==> src/rtl/e203_dtcm_ram_arb.sv <==
// DTCM SRAM front end: round-robin arbitration between two ICB-style requesters,
// a one-deep response stage with a hold register, and idle-driven light sleep.
module e203_dtcm_ram_arb #(
  parameter int AW          = 14,
  parameter int DW          = 32,
  parameter int MW          = 4,
  parameter int IDLE_LS_CYC = 16
) (
  input  logic          clk,
  input  logic          rst_n,

  input  logic          m0_cmd_valid,
  output logic          m0_cmd_ready,
  input  logic          m0_cmd_read,
  input  logic [AW-1:0] m0_cmd_addr,
  input  logic [DW-1:0] m0_cmd_wdata,
  input  logic [MW-1:0] m0_cmd_wmask,
  output logic          m0_rsp_valid,
  input  logic          m0_rsp_ready,
  output logic [DW-1:0] m0_rsp_rdata,

  input  logic          m1_cmd_valid,
  output logic          m1_cmd_ready,
  input  logic          m1_cmd_read,
  input  logic [AW-1:0] m1_cmd_addr,
  input  logic [DW-1:0] m1_cmd_wdata,
  input  logic [MW-1:0] m1_cmd_wmask,
  output logic          m1_rsp_valid,
  input  logic          m1_rsp_ready,
  output logic [DW-1:0] m1_rsp_rdata,

  output logic          ram_cs,
  output logic          ram_we,
  output logic [AW-1:0] ram_addr,
  output logic [MW-1:0] ram_wem,
  output logic [DW-1:0] ram_din,
  input  logic [DW-1:0] ram_dout,
  output logic          ram_ls,
  output logic          ram_ds,
  output logic          ram_sd
);

  typedef enum logic [1:0] {
    ST_ACTIVE = 2'd0,
    ST_SLEEP  = 2'd1,
    ST_WAKE   = 2'd2
  } state_t;

  localparam bit         LS_EN   = (IDLE_LS_CYC != 0);
  localparam logic [7:0] LS_LAST = 8'(IDLE_LS_CYC - 1);

  state_t        state;
  logic          ls_q;
  logic [7:0]    idle_cnt;
  logic          rr_ptr;
  logic          pend;
  logic          owner;
  logic          is_rd;
  logic          first_q;
  logic [DW-1:0] hold_q;

  logic          owner_rdy;
  logic          free;
  logic          can_gnt;
  logic          gnt0;
  logic          gnt1;
  logic          gnt;
  logic          sel_rd;
  logic          idle;
  logic [DW-1:0] rsp_data;

  always_comb begin
    owner_rdy = owner ? m1_rsp_ready : m0_rsp_ready;
    free      = !pend | owner_rdy;
    can_gnt   = (state == ST_ACTIVE) & free;
    gnt0      = can_gnt & m0_cmd_valid & (!m1_cmd_valid | !rr_ptr);
    gnt1      = can_gnt & m1_cmd_valid & (!m0_cmd_valid |  rr_ptr);
    gnt       = gnt0 | gnt1;
    sel_rd    = gnt1 ? m1_cmd_read : m0_cmd_read;
    idle      = (state == ST_ACTIVE) & !gnt & !pend & !m0_cmd_valid & !m1_cmd_valid;
    // Fresh RAM output is only valid in the first response cycle; after that the captured copy is used.
    if (!is_rd)
      rsp_data = '0;
    else if (first_q)
      rsp_data = ram_dout;
    else
      rsp_data = hold_q;
  end

  assign m0_cmd_ready = gnt0;
  assign m1_cmd_ready = gnt1;

  assign ram_cs   = gnt;
  assign ram_we   = gnt & !sel_rd;
  assign ram_addr = gnt1 ? m1_cmd_addr  : (gnt0 ? m0_cmd_addr  : '0);
  assign ram_din  = gnt1 ? m1_cmd_wdata : (gnt0 ? m0_cmd_wdata : '0);
  assign ram_wem  = ram_we ? (gnt1 ? m1_cmd_wmask : m0_cmd_wmask) : '0;
  assign ram_ls   = ls_q;
  assign ram_ds   = 1'b0;
  assign ram_sd   = 1'b0;

  assign m0_rsp_valid = pend & !owner;
  assign m1_rsp_valid = pend &  owner;
  assign m0_rsp_rdata = (pend & !owner) ? rsp_data : '0;
  assign m1_rsp_rdata = (pend &  owner) ? rsp_data : '0;

  always_ff @(posedge clk or negedge rst_n) begin
    if (!rst_n) begin
      rr_ptr  <= 1'b0;
      pend    <= 1'b0;
      owner   <= 1'b0;
      is_rd   <= 1'b0;
      first_q <= 1'b0;
      hold_q  <= '0;
    end else begin
      first_q <= gnt;
      if (gnt) begin
        pend  <= 1'b1;
        owner <= gnt1;
        is_rd <= sel_rd;
        if (m0_cmd_valid & m1_cmd_valid)
          rr_ptr <= ~rr_ptr;
      end else if (pend & owner_rdy) begin
        pend <= 1'b0;
      end
      if (pend & first_q & !owner_rdy)
        hold_q <= ram_dout;
    end
  end

  always_ff @(posedge clk or negedge rst_n) begin
    if (!rst_n) begin
      state    <= ST_ACTIVE;
      ls_q     <= 1'b0;
      idle_cnt <= '0;
    end else begin
      case (state)
        ST_ACTIVE: begin
          if (idle) begin
            if (LS_EN && (idle_cnt == LS_LAST)) begin
              state    <= ST_SLEEP;
              ls_q     <= 1'b1;
              idle_cnt <= '0;
            end else begin
              idle_cnt <= idle_cnt + 8'd1;
            end
          end else begin
            idle_cnt <= '0;
          end
        end
        ST_SLEEP: begin
          if (m0_cmd_valid | m1_cmd_valid) begin
            state <= ST_WAKE;
            ls_q  <= 1'b0;
          end
        end
        ST_WAKE: begin
          state <= ST_ACTIVE;
        end
        default: begin
          state <= ST_ACTIVE;
          ls_q  <= 1'b0;
        end
      endcase
    end
  end

endmodule

==> config.mk <==
export PLATFORM = sky130hd
export DESIGN_NAME = e203_dtcm_ram_arb
export DESIGN_NICKNAME = d
export VERILOG_FILES = /design/src/rtl/e203_dtcm_ram_arb.sv
export SDC_FILE = /design/constraint.sdc
export NUM_CORES = 1
export LEC_CHECK = 0
export CORE_AREA = 2 2 103 105
export CTS_CLUSTER_SIZE = 24
export DETAILED_ROUTE_END_ITERATION = 10
export DIE_AREA = 0 0 105 107
export GPL_TIMING_DRIVEN = 0
export HOLD_SLACK_MARGIN = 0.12
export PLACE_DENSITY = 0.79
export SYNTH_ARGS = -nofsm -noshare
export SYNTH_HDL_FRONTEND = slang
export SYNTH_SLANG_ARGS = --single-unit
==> constraint.sdc <==
create_clock -name clk -period 4.7 [get_ports clk]
set_input_delay 0.94 -clock clk [delete_from_list [all_inputs] [get_ports clk]]
set_output_delay 0.94 -clock clk [all_outputs]
set_load 0.02 [all_outputs]
==> results.tsv, run 1 <==
metric	value	unit
grt-busiest-layer	met2	
synth.distinct_cells	38	
drtAntennaViolNets	0	
hold_violations	0	
core_area	0.01009	mm²
rr_startpoint	owner	
fin_tns_setup	0	ns
firstDrtPassIters	4	
use_met2	40.86	%
die_y	107	µm
ir_drop	0.2105	mV
pin_count	263	
use_met3	4.985	%
fmax	0.2314	GHz
critPathTopFamily	buffers and inverters	
drc	0	
antenna_found_initial	0	
whs	0.4868	ns
use_met1	21.14	%
via_count	3633	
numClockSinks	48	
cts_buffer_depth	2	
numCtsBuffers	5	
cp_slowest_stage_delay	0.64	ns
fin_skew	0.007538	ns
postLayoutCellArea	0.006107	mm²
min_path_type	register to register	
startpoint_type	input port	
synthFlopType	dfrtp_1	
timing.final.crit_share	91.96	%
routed_wl	12620	µm
critPathMaxFanout	10	
syn_inst	329	
grt_pass1_vias	3748	
final-max-slew-violation-count	0	
timing.slew.headroom	51.83	%
cp_num_buf_inv	3	
syn_to_final_growth	91.64	%
overflow	0	
grt_pass1_wl	18570	µm
synth.most_common_cell	nor2_1	
status	completed	
synth_edf_count	0	
rsz0062_at_grt	no	
synthesis.area	0.003187	mm²
yosys_warnings	0	
die-area	0.01124	mm²
hp-start	state[1]	
postCtsHoldBufs	0	
grtUsageTotal	20.89	%
vias_per_cell	4.950	
grt_max_degree	40	
final_cells	734	
finalSetupViolCount	0	
routedWlPerCell	17.19	µm
synth_area_leaders	dfrtp_1 (38%), a22o_1 (14%), mux2_2 (12%)	
critPathKind	input port to output pin	
fp.dieW	105	µm
ctsResizeCount	0	
cts_setup_buffers	0	
diodes	0	
critical_path.most_common_cell	clkdlybuf4s50_1	
fin_crit	4.322	ns
p_per_area	512.1	mW/mm²
hpwlAfterDp	10790	µm
power.total	3127	µW
synth_top_area_share	37.69	%
fin_nets	739	
synth_common_cells	nor2_1 (70), a22o_1 (50), dfrtp_1 (48), mux2_2 (33), mux2i_1 (32)	
placed_cells	727	
cp_slowest_cell	clkdlybuf4s50_1	
cellLeakagePower	0.002548	µW
cts_root_buf	clkbuf_8	
yosys.area.top_type	dfrtp_1	
clk-insertion-delay-late	0.30	ns
drt-initial-drc-count	182	
avgSynthCellArea	9.686	µm²
post_dp_cell_area	0.005978	mm²
htree_levels	2	
required	3.76	ns
worstPathCellList	clkdlybuf4s50_1 -> and2_1 -> a2111oi_4 -> clkbuf_1 -> a22o_1 -> clkdlybuf4s50_1	
cp_data_arrival_time	3.38	ns
clkTransAtPathRegs	0.08	ns
startpoint	m1_cmd_valid	
num_rows	37	
yosysSeqAreaShare	37.69	%
synthArstFlopShare	100.0	%
io_buffers	260	
synth_seq_cells	48	
worstMarginPinSlew	0.7226	ns
end_kind	output pin	
start_util	31.58	%
cap_violations	0	
n_fill_cell	927	
gp_congestion	0.8377	
cts_tree	yes	
layout-drive-gt1-share	11.04	%
## cell families (layout without fill, tap and decap cells)
family / after synthesis / in the layout / synth area share, %
and+or+nand+nor: 103 / 103 / 14.02
AOI/OAI and AO/OA: 76 / 76 / 20.22
muxes: 66 / 66 / 22.14
DFF: 48 / 48 / 37.69
buffers and inverters: 33 / 301 / 5.143
adders and majority gates: 1 / 1 / 0.3926
other: 1 / 2 / 0.1177
xor gates and xnor gates: 1 / 1 / 0.2749
## layout by cell type, fill, tap and decap left out, drive strengths merged
master	instances
buf	21
nor3b	1
and2	1
conb	2
nand2b	2
mux2i	33
inv	5
a41oi	2
mux2	33
a32o	1
nor4	1
nand3	6
o21bai	1
xor2	1
and2b	2
or3	1
a31oi	3
bufinv	2
a21oi	6
a21o	1
nor2b	1
or2	3
and3	5
nor2	70
ha	1
clkbuf	14
clkdlybuf4s50	259
nand2	9
dfrtp	48
o21ai	8
o21a	1
nor3	1
a22o	50
a211oi	1
a2111oi	2
## registers in the layout (all words and copies together), names as in the netlist
signal and cells:
ram_ls 1, is_rd 1, idle_cnt 8, pend 1
rr_ptr 1, hold_q 32, state 2, first_q 1
owner 1
## final timing paths
kind	end	slack, ns	cells past startpoint
setup / recovery	ram_din[11]	0.38	6
hold / removal	state[1]	0.49	1
setup reg to reg	hold_q[7]	2.75	4
hold reg to reg	state[1]	0.49	1
max in group asynchronous	hold_q[4]	3.70	2
min in group asynchronous	state[0]	0.51	1
## layer usage
layer	wire length (µm)	vias up
met5	0	-
met4	357	0
met3	904	22
met2	6752	177
met1	4605	1714
li1	-	1720
## through the flow
step | setup WS, ns | util, %
floorplan | 1.661 | -
global placement | 0.4163 | 59.09
detailed placement | 0.3876 | 59.24
CTS | 0.3794 | 60.51
global route | 0.2746 | 60.51
finish | 0.3779 | 60.51
## power by group
group,switching (µW),internal (µW)
clock network,133,209
logic,1080,1040
registers,81.7,578
## layout make-up
cell class / count / area (µm²) / area share [%]
well taps: 136 / 170.2 / 2.786
clock buffers: 5 / 68.82 / 1.127
clock inverters: 2 / 60.06 / 0.9834
flip-flops and latches: 48 / 1201 / 19.67
inverters: 5 / 18.77 / 0.3073
multi-input cells: 249 / 1826 / 29.89
repair buffers: 261 / 2618 / 42.86
plain buffers: 28 / 145.1 / 2.377
## worst reg2reg max path, stage by stage, from the launching register on
cell	delay, ns
dfrtp_1	0.41
mux2i_2	0.49
nand3_1	0.33
buf_2	0.30
mux2_2	0.30
(Power assumes the default switching activity.)
==> run 2, diff against run 1 <==
--- a/config.mk
+++ b/config.mk
@@ -5,13 +5,15 @@
 export SDC_FILE = /design/constraint.sdc
 export NUM_CORES = 1
 export LEC_CHECK = 0
+export ABC_AREA = 1
+export CAP_MARGIN = 15
 export CORE_AREA = 2 2 103 105
 export CTS_CLUSTER_SIZE = 24
 export DETAILED_ROUTE_END_ITERATION = 10
 export DIE_AREA = 0 0 105 107
 export GPL_TIMING_DRIVEN = 0
 export HOLD_SLACK_MARGIN = 0.12
-export PLACE_DENSITY = 0.79
+export PLACE_DENSITY = 0.82
 export SYNTH_ARGS = -nofsm -noshare
 export SYNTH_HDL_FRONTEND = slang
 export SYNTH_SLANG_ARGS = --single-unit
==> results.tsv, run 2 <==
metric	value	unit	change
clk-insertion-delay-late	0.31	ns	was 0.30 ns
avgSynthCellArea	6.202	µm²	was 9.686 µm²
post_dp_cell_area	0.006271	mm²	was 0.005978 mm²
layout-drive-gt1-share	4.458	%	was 11.04%
routedWlPerCell	14.23	µm	was 17.19 µm
yosys.area.top_type	dfrtp_1		unchanged
drt-initial-drc-count	391		was 182
grt_max_degree	30		was 40
reg2regPathDepth	5		was 4
gp_congestion	0.8628		was 0.8377
final-max-slew-violation-count	0		unchanged
ctsResizeCount	0		unchanged
cp_data_arrival_time	3.11	ns	was 3.38 ns
critPathMaxFanout	10		unchanged
register_area	0.001201	mm²	unchanged
synth_edf_count	0		unchanged
synth_top_area_share	34.52	%	was 37.69%
hold_violations	0		unchanged
fp.dieW	105	µm	unchanged
grtUsageTotal	23.43	%	was 20.89%
cts_root_buf	clkbuf_8		unchanged
cts_tree	yes		unchanged
synth_seq_cells	48		unchanged
largest_register_ffs	32		unchanged
io_buffers	260		unchanged
synth_common_cells	nand2_1 (237), nor2_1 (78), inv_1 (55), dfrtp_1 (48), o21ai_0 (37)		was nor2_1 (70), a22o_1 (50), dfrtp_1 (48), mux2_2 (33), mux2i_1 (32)
startpoint_type	input port		unchanged
grt_pass1_wl	21320	µm	was 18570 µm
layout_commonest_cell	clkdlybuf4s50_1		unchanged
critPathKind	input port to output pin		unchanged
numCtsBuffers	5		unchanged
firstDrtPassIters	5		was 4
synth.distinct_cells	28		was 38
min_path_cells	1		unchanged
required	3.76	ns	about the same
fin_skew	0.008577	ns	was 0.007538 ns
synth_area_leaders	dfrtp_1 (35%), nand2_1 (26%), nor2_1 (8.4%)		was dfrtp_1 (38%), a22o_1 (14%), mux2_2 (12%)
top_regs	hold_q (32), idle_cnt (8), state (2)		unchanged
fmax	0.2467	GHz	was 0.2314 GHz
ir_drop	0.1906	mV	was 0.2105 mV
cts_setup_buffers	0		unchanged
htree_levels	2		unchanged
timing.final.crit_share	86.26	%	was 91.96%
hpwlAfterDp	11250	µm	was 10790 µm
routed_wl	13750	µm	was 12620 µm
rsz0062_at_grt	no		unchanged
vias_per_cell	4.765		was 4.950
die-area	0.01124	mm²	unchanged
syn_to_final_growth	82.45	%	was 91.64%
max_flop_register	hold_q		unchanged
yosysSeqAreaShare	34.52	%	was 37.69%
drtAntennaViolNets	0		unchanged
cap_violations	0		unchanged
yosys_warnings	0		unchanged
synthesis.area	0.003480	mm²	was 0.003187 mm²
clkTransAtPathRegs	0.08	ns	about the same
status	completed		unchanged
final_core_util	62.91	%	was 60.51%
synthFlopType	dfrtp_1		unchanged
grt_pass1_vias	4359		was 3748
overflow	0		unchanged
diodes	0		unchanged
numClockSinks	48		unchanged
multi_input_area	0.001876	mm²	was 0.001826 mm²
fin_crit	4.054	ns	was 4.322 ns
end_kind	output pin		unchanged
drc	0		unchanged
cellLeakagePower	0.002914	µW	was 0.002548 µW
cts_buffer_depth	2		unchanged
fin_nets	971		was 739
pin_count	263		unchanged
finalSetupViolCount	0		unchanged
num_rows	37		unchanged
final_cell_mix	clkdlybuf4s50_1 (259), nand2_1 (237), nor2_1 (78)		was clkdlybuf4s50_1 (259), nor2_1 (70), a22o_1 (50)
min_path_type	register to register		unchanged
p_per_area	514.6	mW/mm²	was 512.1 mW/mm²
synthArstFlopShare	100.0	%	unchanged
synth.most_common_cell	nand2_1		was nor2_1
fin_tns_setup	0	ns	unchanged
syn_inst	561		was 329
postCtsHoldBufs	0		unchanged
die_y	107	µm	unchanged
core_area	0.01009	mm²	unchanged
via_count	4603		was 3633
postLayoutCellArea	0.006349	mm²	was 0.006107 mm²
start_util	34.48	%	was 31.58%
n_fill_cell	919		was 927
antenna_found_initial	0		unchanged
-- run 2: logic make-up after synthesis --
kind of cell               synth area share (%)
AOI/OAI and AO/OA                         13.77
DFF                                       34.52
and+or+nand+nor                           39.30
buffers and inverters                     11.69
other                                    0.1078
xor gates and xnor gates                 0.2518
adders and majority gates                0.3595
-- run 2: through the flow --
step           std cells  power [µW]  worst slack (ns)  hold WS [ns]
6_report             966        3267            0.6457        0.4916
3_5_place_dp         959        3033            0.6493        0.4816
3_3_place_gp         958        2974            0.6592        0.4578
4_1_cts              966        3277            0.6337        0.4934
5_1_grt              966        3505            0.5344        0.5208
2_1_floorplan        562        1983             1.744        0.4415
-- run 2: cell type report --
class | count | area share (%)
clock inverters | 1 | 0.07883
plain buffers | 36 | 3.035
repair buffers | 261 | 41.23
clock buffers | 6 | 1.143
flip-flops and latches | 48 | 18.92
multi-input cells | 421 | 29.54
inverters | 57 | 3.370
well taps | 136 | 2.680
-- run 2: where the power goes --
group | total (µW) | switching [µW] | internal, µW
Sequential | 630 | 55.7 | 574
Clock | 234 | 133 | 101
Combinational | 2400 | 1420 | 982
Total | 3270 | 1610 | 1660
-- run 2: per-layer routing --
layer,GRT usage [%],share of wire [%],up-vias
li1,-,-,2274
met3,6.261,8.5,16
met2,41.93,50,195
met1,28.15,40,2118
met5,0,0,-
met4,5.238,1.3,0
-- run 2: critical path, stage by stage --
cell and delay, ns:
clkdlybuf4s50_1 0.52, o21ai_2 0.25, nand3_4 0.17, inv_2 0.15, buf_6 0.15, nand2_1 0.06, nand2_1 0.08, inv_1 0.04
nor2_1 0.10, clkdlybuf4s50_1 0.63
-- run 2: worst paths after layout --
path / start / to / slack (ns)
min in group asynchronous: rst_n / hold_q[30] / 0.58
setup / recovery: m0_cmd_valid / ram_wem[1] / 0.65
hold / removal: rr_ptr / rr_ptr / 0.49
hold reg to reg: rr_ptr / rr_ptr / 0.49
setup reg to reg: owner / hold_q[22] / 3.10
max in group asynchronous: rst_n / hold_q[26] / 3.61
==> run 3, diff against run 2 <==
--- a/config.mk
+++ b/config.mk
@@ -17,3 +17,4 @@
 export SYNTH_ARGS = -nofsm -noshare
 export SYNTH_HDL_FRONTEND = slang
 export SYNTH_SLANG_ARGS = --single-unit
+export TNS_END_PERCENT = 30
==> results of run 3 <==
Same layout as run 2: the final DEF is identical, and so are final timing and power.
